File: config.mk
export PLATFORM = sky130hd
export DESIGN_NAME = floor_request_scheduler
export DESIGN_NICKNAME = d
export VERILOG_FILES = /design/src/rtl/floor_sched_pkg.sv /design/src/rtl/floor_request_scheduler_button_edge_sync.sv /design/src/rtl/floor_request_scheduler.sv
export SDC_FILE = /design/constraint.sdc
export NUM_CORES = 1
export LEC_CHECK = 0
export ABC_AREA = 1
export CAP_MARGIN = 15
export CORE_UTILIZATION = 61
export CTS_BUF_LIST = sky130_fd_sc_hd__clkbuf_4
export CTS_CLUSTER_SIZE = 12
export DETAILED_ROUTE_END_ITERATION = 7
export GPL_TIMING_DRIVEN = 0
export PLACE_DENSITY_LB_ADDON = 0.25
export SYNTH_ARGS = -nofsm -noshare
export SYNTH_HDL_FRONTEND = slang
export SYNTH_SLANG_ARGS = --single-unit
File: constraint.sdc
create_clock -name clk -period 2.7 [get_ports clk]
set_clock_uncertainty 0.2 [all_clocks]
set_input_delay 0.405 -clock clk [delete_from_list [all_inputs] [get_ports clk]]
set_output_delay 0.405 -clock clk [all_outputs]
set_load 0.01 [all_outputs]
File: src/rtl/floor_sched_pkg.sv
// floor_sched_pkg
// Shared types, constants and floor-mask helpers for floor_request_scheduler.
// Floor vectors are handled at MAX_FLOORS width inside the helpers; callers
// zero-extend their NUM_FLOORS-wide vectors and truncate the results.
// No ports (package).
package floor_sched_pkg;

  localparam int unsigned NUM_FLOORS_DEFAULT = 4;
  localparam int unsigned MAX_FLOORS         = 32;
  // Wide enough for a dwell of up to 15 ticks.
  localparam int unsigned DWELL_W            = 4;

  typedef enum logic [1:0] {
    IDLE,
    MOVE_UP,
    MOVE_DOWN,
    DOOR
  } sched_state_e;

  typedef logic [MAX_FLOORS-1:0] floor_mask_t;

  function automatic logic is_onehot(input floor_mask_t v);
    return (v != '0) && ((v & (v - floor_mask_t'(1))) == '0);
  endfunction

  // One-hot of the lowest set bit of mask strictly above the bit set in onehot.
  // Returns zero when no such bit exists.
  function automatic floor_mask_t lowest_above(input floor_mask_t mask,
                                               input floor_mask_t onehot);
    floor_mask_t res;
    logic        seen;
    logic        found;
    res   = '0;
    seen  = 1'b0;
    found = 1'b0;
    for (int i = 0; i < MAX_FLOORS; i++) begin
      if (seen && mask[i] && !found) begin
        res[i] = 1'b1;
        found  = 1'b1;
      end
      if (onehot[i]) seen = 1'b1;
    end
    return res;
  endfunction

  // One-hot of the highest set bit of mask strictly below the bit set in onehot.
  // Returns zero when no such bit exists.
  function automatic floor_mask_t highest_below(input floor_mask_t mask,
                                                input floor_mask_t onehot);
    floor_mask_t res;
    logic        seen;
    logic        found;
    res   = '0;
    seen  = 1'b0;
    found = 1'b0;
    for (int i = MAX_FLOORS - 1; i >= 0; i--) begin
      if (seen && mask[i] && !found) begin
        res[i] = 1'b1;
        found  = 1'b1;
      end
      if (onehot[i]) seen = 1'b1;
    end
    return res;
  endfunction

endpackage

File: src/rtl/floor_request_scheduler_button_edge_sync.sv
// button_edge_sync
// Two-flop synchroniser for one raw call button followed by a rising-edge
// detector. The pulse is high for one cycle, two clocks after the raw rise,
// so the pending bit it sets becomes visible three cycles after the rise.
// Ports:
//   clk    in   clock
//   reset  in   asynchronous, active-high reset
//   btn    in   raw asynchronous button level
//   pulse  out  one-cycle pulse on a synchronised rising edge
module button_edge_sync (
  input  logic clk,
  input  logic reset,
  input  logic btn,
  output logic pulse
);

  logic meta_q;
  logic sync_q;
  logic prev_q;

  always_ff @(posedge clk or posedge reset) begin
    if (reset) begin
      meta_q <= 1'b0;
      sync_q <= 1'b0;
      prev_q <= 1'b0;
    end else begin
      meta_q <= btn;
      sync_q <= meta_q;
      prev_q <= sync_q;
    end
  end

  assign pulse = sync_q & ~prev_q;

endmodule

File: src/rtl/floor_request_scheduler.sv
// floor_request_scheduler
// Latches synchronised call buttons into a pending set, runs a collective
// up/down sweep with a door dwell, and drives a one-hot target floor into the
// floor-stepping controller. Arrivals are detected from the controller's
// one-hot present floor.
// Optional feature: define FLOOR_REQUEST_SERVICE_LOCK_EN to add svc_lock_i,
// which flushes requests and sends the car to floor 0.
// Ports:
//   clk              in   clock
//   reset            in   asynchronous, active-high reset
//   tick_i           in   1 Hz single-cycle tick shared with the controller
//   call_btn_i       in   raw call buttons, bit n = floor n
//   present_floor_i  in   one-hot present floor from the controller
//   svc_lock_i       in   service lock (only with FLOOR_REQUEST_SERVICE_LOCK_EN)
//   target_floor_o   out  one-hot target floor (registered)
//   pending_o        out  latched outstanding requests
//   door_open_o      out  door held open at a served floor (registered)
//   dir_up_o         out  current / last sweep direction, 1 = up
//   busy_o           out  not idle (registered)
module floor_request_scheduler
  import floor_sched_pkg::*;
#(
  parameter int unsigned NUM_FLOORS  = NUM_FLOORS_DEFAULT,
  parameter int unsigned DWELL_TICKS = 3
) (
  input  logic                  clk,
  input  logic                  reset,
  input  logic                  tick_i,
  input  logic [NUM_FLOORS-1:0] call_btn_i,
  input  logic [NUM_FLOORS-1:0] present_floor_i,
`ifdef FLOOR_REQUEST_SERVICE_LOCK_EN
  input  logic                  svc_lock_i,
`endif
  output logic [NUM_FLOORS-1:0] target_floor_o,
  output logic [NUM_FLOORS-1:0] pending_o,
  output logic                  door_open_o,
  output logic                  dir_up_o,
  output logic                  busy_o
);

  typedef logic [NUM_FLOORS-1:0] fvec_t;

  localparam fvec_t              FloorZero  = fvec_t'(1);
  localparam logic [DWELL_W-1:0] DwellLoad  = DWELL_W'(DWELL_TICKS);

  sched_state_e       state_q, state_d;
  fvec_t              pending_q, pending_d;
  logic [DWELL_W-1:0] dwell_q, dwell_d;
  logic               dir_q, dir_d;
  fvec_t              target_q, target_d;
  logic               door_q, door_d;
  logic               busy_q, busy_d;

  fvec_t btn_edge;
  fvec_t edge_mask;
  fvec_t clear;
  fvec_t up_pick;
  fvec_t dn_pick;
  logic  present_ok;
  logic  any_above;
  logic  any_below;
  logic  arr;
  logic  lock_active;
  logic  lock_release;

  for (genvar g = 0; g < NUM_FLOORS; g++) begin : g_btn
    button_edge_sync u_sync (
      .clk   (clk),
      .reset (reset),
      .btn   (call_btn_i[g]),
      .pulse (btn_edge[g])
    );
  end

`ifdef FLOOR_REQUEST_SERVICE_LOCK_EN
  logic lock_q;

  always_ff @(posedge clk or posedge reset) begin
    if (reset) lock_q <= 1'b0;
    else       lock_q <= svc_lock_i;
  end

  assign lock_active  = svc_lock_i;
  assign lock_release = lock_q & ~svc_lock_i;
`else
  assign lock_active  = 1'b0;
  assign lock_release = 1'b0;
`endif

  assign present_ok = is_onehot(floor_mask_t'(present_floor_i));
  assign up_pick    = fvec_t'(lowest_above(floor_mask_t'(pending_q),
                                           floor_mask_t'(present_floor_i)));
  assign dn_pick    = fvec_t'(highest_below(floor_mask_t'(pending_q),
                                            floor_mask_t'(present_floor_i)));
  assign any_above  = |up_pick;
  assign any_below  = |dn_pick;
  // A malformed present floor is treated as "no arrival".
  assign arr        = present_ok & (|(present_floor_i & pending_q));

  // Next state, pending set, dwell and direction.
  always_comb begin
    state_d   = state_q;
    dir_d     = dir_q;
    dwell_d   = dwell_q;
    clear     = '0;
    edge_mask = btn_edge;

    // A call for the floor we are dwelling at only extends the dwell.
    if (state_q == DOOR) edge_mask = btn_edge & ~present_floor_i;

    // Everything except request latching freezes on a non-one-hot floor.
    if (present_ok) begin
      unique case (state_q)
        IDLE: begin
          if (arr) begin
            state_d = DOOR;
            clear   = present_floor_i;
            dwell_d = DwellLoad;
          end else if (any_above) begin
            state_d = MOVE_UP;
            dir_d   = 1'b1;
          end else if (any_below) begin
            state_d = MOVE_DOWN;
            dir_d   = 1'b0;
          end
        end
        MOVE_UP: begin
          if (arr) begin
            state_d = DOOR;
            clear   = present_floor_i;
            dwell_d = DwellLoad;
          end else if (!any_above) begin
            if (any_below) begin
              state_d = MOVE_DOWN;
              dir_d   = 1'b0;
            end else begin
              state_d = IDLE;
            end
          end
        end
        MOVE_DOWN: begin
          if (arr) begin
            state_d = DOOR;
            clear   = present_floor_i;
            dwell_d = DwellLoad;
          end else if (!any_below) begin
            if (any_above) begin
              state_d = MOVE_UP;
              dir_d   = 1'b1;
            end else begin
              state_d = IDLE;
            end
          end
        end
        DOOR: begin
          if (|(btn_edge & present_floor_i)) begin
            dwell_d = DwellLoad;
          end else if (tick_i) begin
            if (dwell_q == '0) begin
              // Collective sweep: keep going, else reverse, else rest.
              if (dir_q && any_above) begin
                state_d = MOVE_UP;
              end else if (!dir_q && any_below) begin
                state_d = MOVE_DOWN;
              end else if (any_above) begin
                state_d = MOVE_UP;
                dir_d   = 1'b1;
              end else if (any_below) begin
                state_d = MOVE_DOWN;
                dir_d   = 1'b0;
              end else begin
                state_d = IDLE;
              end
            end else begin
              dwell_d = dwell_q - DWELL_W'(1);
            end
          end
        end
        default: state_d = IDLE;
      endcase
    end

    // Clear is applied after the OR so a same-cycle edge elsewhere survives.
    pending_d = (pending_q | edge_mask) & ~clear;

    if (lock_release) state_d = IDLE;

    if (lock_active) begin
      pending_d = '0;
      dwell_d   = '0;
      if (present_floor_i == FloorZero) begin
        state_d = IDLE;
      end else begin
        state_d = MOVE_DOWN;
        dir_d   = 1'b0;
      end
    end
  end

  // Registered outputs derived from the current state; they trail it by a cycle.
  always_comb begin
    target_d = target_q;
    if (present_ok) begin
      unique case (state_q)
        MOVE_UP:   target_d = any_above ? up_pick : present_floor_i;
        MOVE_DOWN: target_d = any_below ? dn_pick : present_floor_i;
        default:   target_d = present_floor_i;
      endcase
    end
    door_d = (state_q == DOOR);
    busy_d = (state_q != IDLE);
    if (lock_active) begin
      target_d = FloorZero;
      door_d   = 1'b0;
    end
  end

  always_ff @(posedge clk or posedge reset) begin
    if (reset) begin
      state_q   <= IDLE;
      pending_q <= '0;
      dwell_q   <= '0;
      dir_q     <= 1'b1;
      target_q  <= FloorZero;
      door_q    <= 1'b0;
      busy_q    <= 1'b0;
    end else begin
      state_q   <= state_d;
      pending_q <= pending_d;
      dwell_q   <= dwell_d;
      dir_q     <= dir_d;
      target_q  <= target_d;
      door_q    <= door_d;
      busy_q    <= busy_d;
    end
  end

  assign target_floor_o = target_q;
  assign pending_o      = pending_q;
  assign door_open_o    = door_q;
  assign dir_up_o       = dir_q;
  assign busy_o         = busy_q;

endmodule

==> results.txt, run 1 <==
The total routing resource utilization after global routing came out at 0.2768. The clock latency on the worst-skew pair is 330 ps. The count of yosys warnings during synthesis came out at 0. The share of total power consumed by net switching came out at 0.4140.

The die extent in y came out at 54.62 µm. The number of antenna violations at the first check in global routing was 0. The total buffers and inverters traversed by the critical path came out at 1. The sequential cell fraction of total power is 0.369. The remaining number of nets flagged by the antenna check after routing is 0.

The buffer count from post-CTS setup fixing came out at 0. Of the available clock period, the critical path in the final layout requires 0.7670. The clock sink total is 29. The post-placement cell count is 276. The count of filler cells inserted in the layout is about 190. Synthesis produced a netlist whose cell count is 227. The placement row count is 18. For this configuration, the core starts out at a cell density of 0.6637. The slack of the critical path is roughly 630 ps. The final estimated routing congestion in global placement came out at just under 1.

The worst setup path is captured at an output port. Entering global routing, the biggest net connects 30 pins. The via count of the first global-routing pass is 1403.

The die is 54.62 µm wide. The mean number of vias per cell is 5.544. The worst setup path is launched from a flop. The flip-flop and latch count after synthesis is 29. Hold is met by approximately 150 ps.

The number of DRC markers after the initial detailed-route iteration came out at 62. The run finished with clean final reports. The required arrival time at the worst endpoint is around 2100 ps. Timing would allow up to just under 500 MHz. Counting the buffers created by CTS gives 5. Compared with the post-synthesis result, the final layout area differs by 17.63%. Walking the worst path, the cells encountered are clkdlybuf4s50_1. TritonCTS built the clock tree. The number of port buffers came out at 19. The final count of negative-setup-slack endpoints is 0. The core region is 0.002545 mm². The remaining max-slew budget at the tightest pin is 0.6005.

Among all stages on the critical path, the largest delay is contributed by sky130_fd_sc_hd__dfstp_2. The number of top-level design ports is 22. The cell sitting at the root of the clock tree is a sky130_fd_sc_hd__clkbuf_4. The ratio of total power to cell area is between 800 and 900 mW/mm². The part of the power in combinational logic is 0.477. The tightest min-delay check is of the flop to flop type. The cell internal power dissipation came out at 0.9713 mW. The count of final max-slew check failures is 0. The net switching power is 0.6862 mW. After the last flow step, the layout net total stands at roughly 270. The diode insertion count for antenna repair came out at 0.

The number of levels in the clock H-tree came out at 2. The remaining global-route overflow came out at 0. The synthesized area divided by synthesized cell count is 7.441 µm². The count of unique library cells instantiated by Yosys is 28. The hold violation count in the final report is 0. The die footprint is 0.002983 mm². The pre-CTS worst setup slack came out at 322.7 ps.

Of all cell types, the one taking the most synthesized area is sky130_fd_sc_hd__dfrtp_1. Once layout is complete, the utilization of the core stands at 0.7807. For this run, the slowest stage of the critical path takes approximately 590 ps.

The routed length per placed instance came out at 12.38 µm. For the pin with the worst max-slew slack, the measured transition is 598.6 ps. The critical path class is flop to output port. The data arrival time at the worst-slack endpoint came out at approximately 1500 ps.

The layout cell share with drive strength beyond 1 is 0.1176. The total negative slack for setup checks came out at 0 ps. The share of synthesized area occupied by flip-flops and latches came out at 0.4311. The clock share of power came out at 0.154.

The CTS clock-pin slew for the worst setup and hold paths came out at ~100 ps. The overall routed net length came out at 3527 µm. The static leakage is between 0.9 and 1 nW. In this design, the largest share of critical-path delay is due to flip-flops. The first-pass GRT wire length is 5651 µm. After synthesis, the cell types taking the most area are sky130_fd_sc_hd__dfrtp_1 (40%), sky130_fd_sc_hd__nand2_1 (13%), sky130_fd_sc_hd__nand3_1 (7.7%). The number of nets in the synthesized netlist is 244. In this run the deepest clock path goes through 2 buffers. The placed instances occupy a cell area of 0.001917 mm². The finished cells cover 0.001987 mm². The first detailed-routing pass took 4 iterations. Setup repair after global routing left no endpoint under its margin. Across the run, the number of max-cap violations was 0. In this run the worst path has a maximum fanout of 6.

The number of hold buffers added after cts came out at 0. The total vias in the final route came out at between 1500 and 2000. The final routed DRC violation total is 0. The largest voltage drop on the vdd net came out at ~0.00059 V.

The post-cts resize count is 0. The total power after layout is ~1.7 mW. The mapped netlist covers ~0.0017 mm². For the finished layout, the period the worst path requires is 2071 ps. The count of cells in the finished layout, fillers not included, comes to between 200 and 300. The estimated wirelength of the detail-placed design came out at 2613 µm. Of the post-synthesis cell area, the dominant cell type holds 0.4000.
-- layout make-up --
class | count | area [µm²] | area share
sequential | 29 | 728.2 | 0.3665
clock buffer | 6 | 45.04 | 0.02267
multi-input combinational | 157 | 799.5 | 0.4024
tap | 30 | 37.54 | 0.01889
clock inverter | 2 | 10.01 | 0.005038
buffer | 5 | 26.28 | 0.01322
timing repair buffer | 20 | 205.2 | 0.1033
inverter | 36 | 135.1 | 0.06801
-- cell usage in the layout, fill, tap and decap left out, types with 2 or more instances in the layout --
cell type / synthesis / routed
sky130_fd_sc_hd__dfrtp_1: 27 / 27
sky130_fd_sc_hd__clkdlybuf4s50_1: 0 / 19
sky130_fd_sc_hd__buf_4: 2 / 2
sky130_fd_sc_hd__dfstp_2: 2 / 2
sky130_fd_sc_hd__nor2_1: 15 / 15
sky130_fd_sc_hd__nand4_1: 2 / 2
sky130_fd_sc_hd__clkbuf_4: 0 / 6
sky130_fd_sc_hd__a21oi_1: 11 / 11
sky130_fd_sc_hd__o22ai_1: 5 / 5
sky130_fd_sc_hd__clkbuf_1: 3 / 3
sky130_fd_sc_hd__nor2_2: 2 / 2
sky130_fd_sc_hd__nor3_1: 4 / 4
sky130_fd_sc_hd__inv_2: 4 / 4
sky130_fd_sc_hd__nand2_1: 58 / 58
sky130_fd_sc_hd__nand2_2: 4 / 4
sky130_fd_sc_hd__inv_1: 32 / 32
sky130_fd_sc_hd__or2_2: 2 / 2
sky130_fd_sc_hd__nand3_1: 26 / 26
sky130_fd_sc_hd__o21ai_0: 11 / 11
sky130_fd_sc_hd__nand2_4: 2 / 2
sky130_fd_sc_hd__ha_1: 6 / 6
sky130_fd_sc_hd__clkinv_2: 0 / 2
-- cells in the mapped netlist --
library cell               number
sky130_fd_sc_hd__nor2_1        15
sky130_fd_sc_hd__a31oi_1        1
sky130_fd_sc_hd__o22ai_1        5
sky130_fd_sc_hd__inv_1         32
sky130_fd_sc_hd__o21ai_1        1
sky130_fd_sc_hd__nand3_1       26
sky130_fd_sc_hd__xor2_1         1
sky130_fd_sc_hd__inv_2          4
sky130_fd_sc_hd__o21ai_0       11
sky130_fd_sc_hd__a41oi_1        1
sky130_fd_sc_hd__or2_2          2
sky130_fd_sc_hd__dfrtp_1       27
sky130_fd_sc_hd__dfstp_2        2
sky130_fd_sc_hd__o211ai_1       1
sky130_fd_sc_hd__nor2_4         1
sky130_fd_sc_hd__nor2_2         2
sky130_fd_sc_hd__buf_4          2
sky130_fd_sc_hd__nand3_2        1
sky130_fd_sc_hd__o21ai_2        1
sky130_fd_sc_hd__a21boi_0       1
sky130_fd_sc_hd__nand4_1        2
sky130_fd_sc_hd__nand2_1       58
sky130_fd_sc_hd__a21oi_1       11
sky130_fd_sc_hd__clkbuf_1       3
sky130_fd_sc_hd__ha_1           6
sky130_fd_sc_hd__nand2_4        2
sky130_fd_sc_hd__nand2_2        4
sky130_fd_sc_hd__nor3_1         4
-- path summary, 6_finish.rpt --
kind                                                    endpoint  slack (ps)  cells past startpoint                             start
worst max-delay path                                    dir_up_o         630                      1              dir_up_o$_DFFE_PP1P_
worst min-delay path            g_btn[3].u_sync.sync_q$_DFF_PP0_         150                      0  g_btn[3].u_sync.meta_q$_DFF_PP0_
worst max register to register     target_floor_o[0]$_DFFE_PP1P_         790                      9            state_q[1]$_DFFE_PP0P_
worst min register to register  g_btn[3].u_sync.sync_q$_DFF_PP0_         150                      0  g_btn[3].u_sync.meta_q$_DFF_PP0_
max in group asynchronous                 dwell_q[2]$_DFFE_PP0P_        1540                      3                             reset
min in group asynchronous                 pending_o[0]$_DFF_PP0_         230                      2                             reset
-- power groups by stage --
stage | combinational, mW | sequential (mW) | clock, mW
2_1_floorplan | 0.493 | 0.638 | 0
3_3_place_gp | 0.753 | 0.619 | 0
3_5_place_dp | 0.772 | 0.622 | 0
4_1_cts | 0.782 | 0.613 | 0.260
5_1_grt | 0.887 | 0.628 | 0.278
6_report | 0.791 | 0.612 | 0.255
-- sequential cells by signal (all words and copies together) (netlist names) --
register and cells:
g_btn.u_sync.sync_q 4, pending_o 4, busy_o 1, dir_up_o 1, g_btn.u_sync.meta_q 4, door_open_o 1, target_floor_o 4, dwell_q 4
state_q 2, g_btn.u_sync.prev_q 4
-- logic make-up after synthesis --
group / share of synthesized area
AND/OR/NAND/NOR: 0.3141
buffers and inverters: 0.09555
AO/OA/AOI/OAI: 0.1096
flip-flops: 0.4311
adder cells (fa/ha/maj): 0.04444
XOR/XNOR: 0.005186
-- routing by layer --
layer | part of all wire | vias up | GRT usage | wire (µm)
met4 | 0.025 | 0 | 0.1752 | 89
met1 | 0.43 | 716 | 0.3204 | 1499
li1 | - | 785 | - | -
met3 | 0.061 | 13 | 0.09444 | 216
met5 | 0 | - | 0 | 0
met2 | 0.49 | 66 | 0.4337 | 1721
Power figures use the tool's default switching activity.
==> inputs of run 2 (changes only) <==
--- a/config.mk
+++ b/config.mk
@@ -7,7 +7,7 @@
 export LEC_CHECK = 0
 export ABC_AREA = 1
 export CAP_MARGIN = 15
-export CORE_UTILIZATION = 61
+export CORE_UTILIZATION = 51
 export CTS_BUF_LIST = sky130_fd_sc_hd__clkbuf_4
 export CTS_CLUSTER_SIZE = 12
 export DETAILED_ROUTE_END_ITERATION = 7
==> constraint.sdc (replaced) <==
create_clock -name clk -period 1.73 [get_ports clk]
set_clock_uncertainty 0.2 [all_clocks]
set_input_delay 0.2595 -clock clk [delete_from_list [all_inputs] [get_ports clk]]
set_output_delay 0.2595 -clock clk [all_outputs]
set_load 0.01 [all_outputs]
==> run 2 against run 1 <==
The flow now finishes with violations (DRC). Final area increased by 12%. Utilization decreased by 6.2 points. Die area increased by 19%. Sequential power increased by 58%. Sequential share of layout area decreased by 3.8 points. Non-clock buffer count increased by 12. Register-to-register slack got worse by 740 ps. Count of clock-buffer cells in the layout decreased by 1. Total power increased by 87%. Worst setup slack got worse by 610 ps. Global-route usage decreased by 3.4 points. Hold slack got worse by 140 ps. Critical path type unchanged.
==> results.txt, run 2 (synthesized netlist as in run 1, its figures left out) <==
The run finished, with violations left. The final reports fail on DRC. The maximum net fanout on the critical path came out at 2 (-4).

The worst setup path is captured at an output port. The data arrival time at the worst-slack endpoint is 1250 ps (-220 ps). The total routing resource utilization after global routing is 0.2426 (-0.03427).

The final routed DRC violation total is 1 (+1). The most common cell after layout, fill and taps aside is sky130_fd_sc_hd__nand2_1. The floorplan core area is 0.003103 mm² (+22%). The number of levels in the clock H-tree came to 2 (unchanged). The ratio of total power to cell area is 1391 mW/mm² (+67%). The critical path class is flop to output port. The largest stage delay on the critical path came out at 540 ps (-50 ps). The total buffers and inverters traversed by the critical path came to 1 (unchanged). The remaining global-route overflow is 0 (unchanged). The number of hold buffers added after cts was 0 (unchanged). The static leakage came out at 1.074 nW (+9.7%).

The diode insertion count for antenna repair is 0 (unchanged). The smallest clock period supported by the final layout is computed as 1712 ps. The overall routed net length came out at 4312 µm (+22%). The number of nets in the layout is 283 (+4.4%). The worst setup path is launched from a flop. The part of the power in combinational logic came out at 0.505 (+0.028). The horizontal die dimension is 59.55 µm (+9.0%).

The clock tree buffer depth was 2 (unchanged). The sequential cell fraction of total power is 0.313 (-0.056). The clock sink total came out at 29 (unchanged). The worst hold path belongs to the class primary input to asynchronous set/reset pin.

The post-placement cell count is 290 (+5.1%). The total vias in the final route is 1698 (+7.5%). The number of antenna violations at the first check in global routing came to 0 (unchanged). The effective utilization at floorplan is 0.5444 (-0.1194).

The estimated wirelength of the detail-placed design is 2549 µm (-2.4%). The die extent in y came out at 59.55 µm (+9.0%). The slack of the critical path is 18.42 ps (-610.6 ps). The cell sitting at the root of the clock tree is a sky130_fd_sc_hd__clkbuf_4. The final count of negative-setup-slack endpoints came to 0 (unchanged).

The largest voltage drop on the vdd net is 0.0006954 V (+17%). The maximum operating frequency is 584.3 MHz. The largest net degree at the start of global routing is 30 (unchanged). The clock latency on the worst-skew pair came to 340 ps (about the same). The required arrival time at the worst endpoint came out at 1270 ps (-830 ps). The synthesis-to-layout area growth came out at 32.00%. The layout cell share with drive strength beyond 1 came out at 0.2697 (+0.1520). The number of port buffers is 19 (unchanged). The mean number of vias per cell was 5.460 (-1.5%). The cell internal power dissipation came out at 1.840 mW (+89%). The pre-CTS worst setup slack came to -519.1 ps (-841.8 ps). The number of detailed-routing iterations run before antenna repair is 6 (+2).

The count of final max-slew check failures is 0 (unchanged). On the critical path, the stage with the largest delay is an instance of sky130_fd_sc_hd__clkdlybuf4s50_1. The final estimated routing congestion in global placement came out at 0.8875 (-8.6%). The number of buffers added by the clock tree synthesis step was 5 (unchanged). The number of non-filler instances in the completed layout came to 311 (+9.1%). The count of max-cap constraint violations came out at 0 (unchanged). TritonCTS built the clock tree. The library cells used most frequently in the layout, excluding fill and tap cells, are sky130_fd_sc_hd__nand2_1 (53), sky130_fd_sc_hd__inv_1 (27), sky130_fd_sc_hd__nand3_1 (25), sky130_fd_sc_hd__dfrtp_1 (24), sky130_fd_sc_hd__buf_4 (16).

The number of top-level design ports is 22 (unchanged). The routed length per placed instance was 13.86 µm (+12%). The via count of the first global-routing pass came out at 1446 (+3.1%). The share of total power consumed by net switching is 0.4070 (-0.006993). The category of cells accounting for the largest share of critical-path delay is buffers and inverters. Traced cell by cell, the critical path runs through clkdlybuf4s50_1. The CTS clock-pin slew for the worst setup and hold paths is 110 ps (about the same). The number of DRC markers after the initial detailed-route iteration came out at 104 (+68%). The remaining max-slew budget at the tightest pin is 0.6820 (+0.08157). The slew of the pin with the lowest slew margin is 476.4 ps (-122.2 ps). The hold violation count in the final report came out at 0 (unchanged). The net switching power is 1.263 mW (+84%). Dividing the final minimum period by the clock period gives 0.9894. The first-pass GRT wire length is 6265 µm (+11%). The placement row count was 20 (+2). The die footprint is 0.003546 mm² (+19%). The remaining number of nets flagged by the antenna check after routing is 0 (unchanged). The clock share of power came out at 0.183 (+0.029).
==> run 2: per-stage QoR <==
stage	utilization	total power [mW]	hold WS, ps	cell area, µm²	TNS [ps]
floorplan	-	1.764	90.93	1689	0
global placement	0.6234	2.161	133.2	1934	-8701
detailed placement	0.6234	2.177	136.4	1934	-8065
CTS	0.6544	2.769	47.61	2031	0
global route	0.7185	3.308	53.79	2230	-108.5
finish	0.7185	3.102	17.69	2230	0
==> run 2: routing by layer <==
| metal | routed length [µm] | GRT usage | share of wire | vias up |
|---|---|---|---|---|
| li1 | - | - | - | 803 |
| met1 | 1835 | 0.3112 | 0.43 | 800 |
| met2 | 2093 | 0.3788 | 0.49 | 79 |
| met3 | 269 | 0.06332 | 0.062 | 16 |
| met4 | 113 | 0.1229 | 0.026 | 0 |
| met5 | 0 | 0 | 0 | - |
==> run 2: worst paths after layout <==
check	slack (ps)	from	cells after the start	endpoint
max in group asynchronous	760	reset	3	target_floor_o[0]$_DFFE_PP1P_
max reg2reg	50	pending_o[2]$_DFF_PP0_	10	state_q[0]$_DFFE_PP0P_
max	20	target_floor_o[3]$_DFFE_PP0P_	1	target_floor_o[3]
min reg2reg	150	g_btn[3].u_sync.meta_q$_DFF_PP0_	0	g_btn[3].u_sync.sync_q$_DFF_PP0_
min	20	reset	2	door_open_o$_DFF_PP0_
min in group clk	60	present_floor_i[3]	3	target_floor_o[3]$_DFFE_PP0P_
==> run 2: worst register-to-register path: stages (launching register included) <==
cell	delay, ps
sky130_fd_sc_hd__dfrtp_2	470
sky130_fd_sc_hd__inv_1	70
sky130_fd_sc_hd__nor2_1	60
sky130_fd_sc_hd__nor2_2	160
sky130_fd_sc_hd__nand2_2	140
sky130_fd_sc_hd__nand2_1	120
sky130_fd_sc_hd__nand3_2	80
sky130_fd_sc_hd__nand2_1	100
sky130_fd_sc_hd__nand2_2	70
sky130_fd_sc_hd__nand2_1	70
sky130_fd_sc_hd__nand2_1	60
==> run 2: cell type report <==
type                       instances  area [µm²]
timing repair buffer              34       309.0
fill                             252       873.3
sequential                        29       732.0
multi-input combinational        157       897.1
buffer                             3       22.52
inverter                          36       135.1
clock inverter                     3       41.29
tap                               44       55.05
clock buffer                       5       37.54
==> run 2: repair_timing <==
item	in CTS	in global routing
setup buffers	2	12
pin swaps	0	10
setup endpoints to repair	21	12
resized for setup	16	36
==> run 2: power groups by stage <==
stage | sequential [mW] | combinational (mW) | clock (mW)
finish | 0.970 | 1.57 | 0.566
global route | 0.982 | 1.72 | 0.607
CTS | 0.955 | 1.25 | 0.569
detailed placement | 0.972 | 1.20 | 0
global placement | 0.969 | 1.19 | 0
floorplan | 0.995 | 0.769 | 0
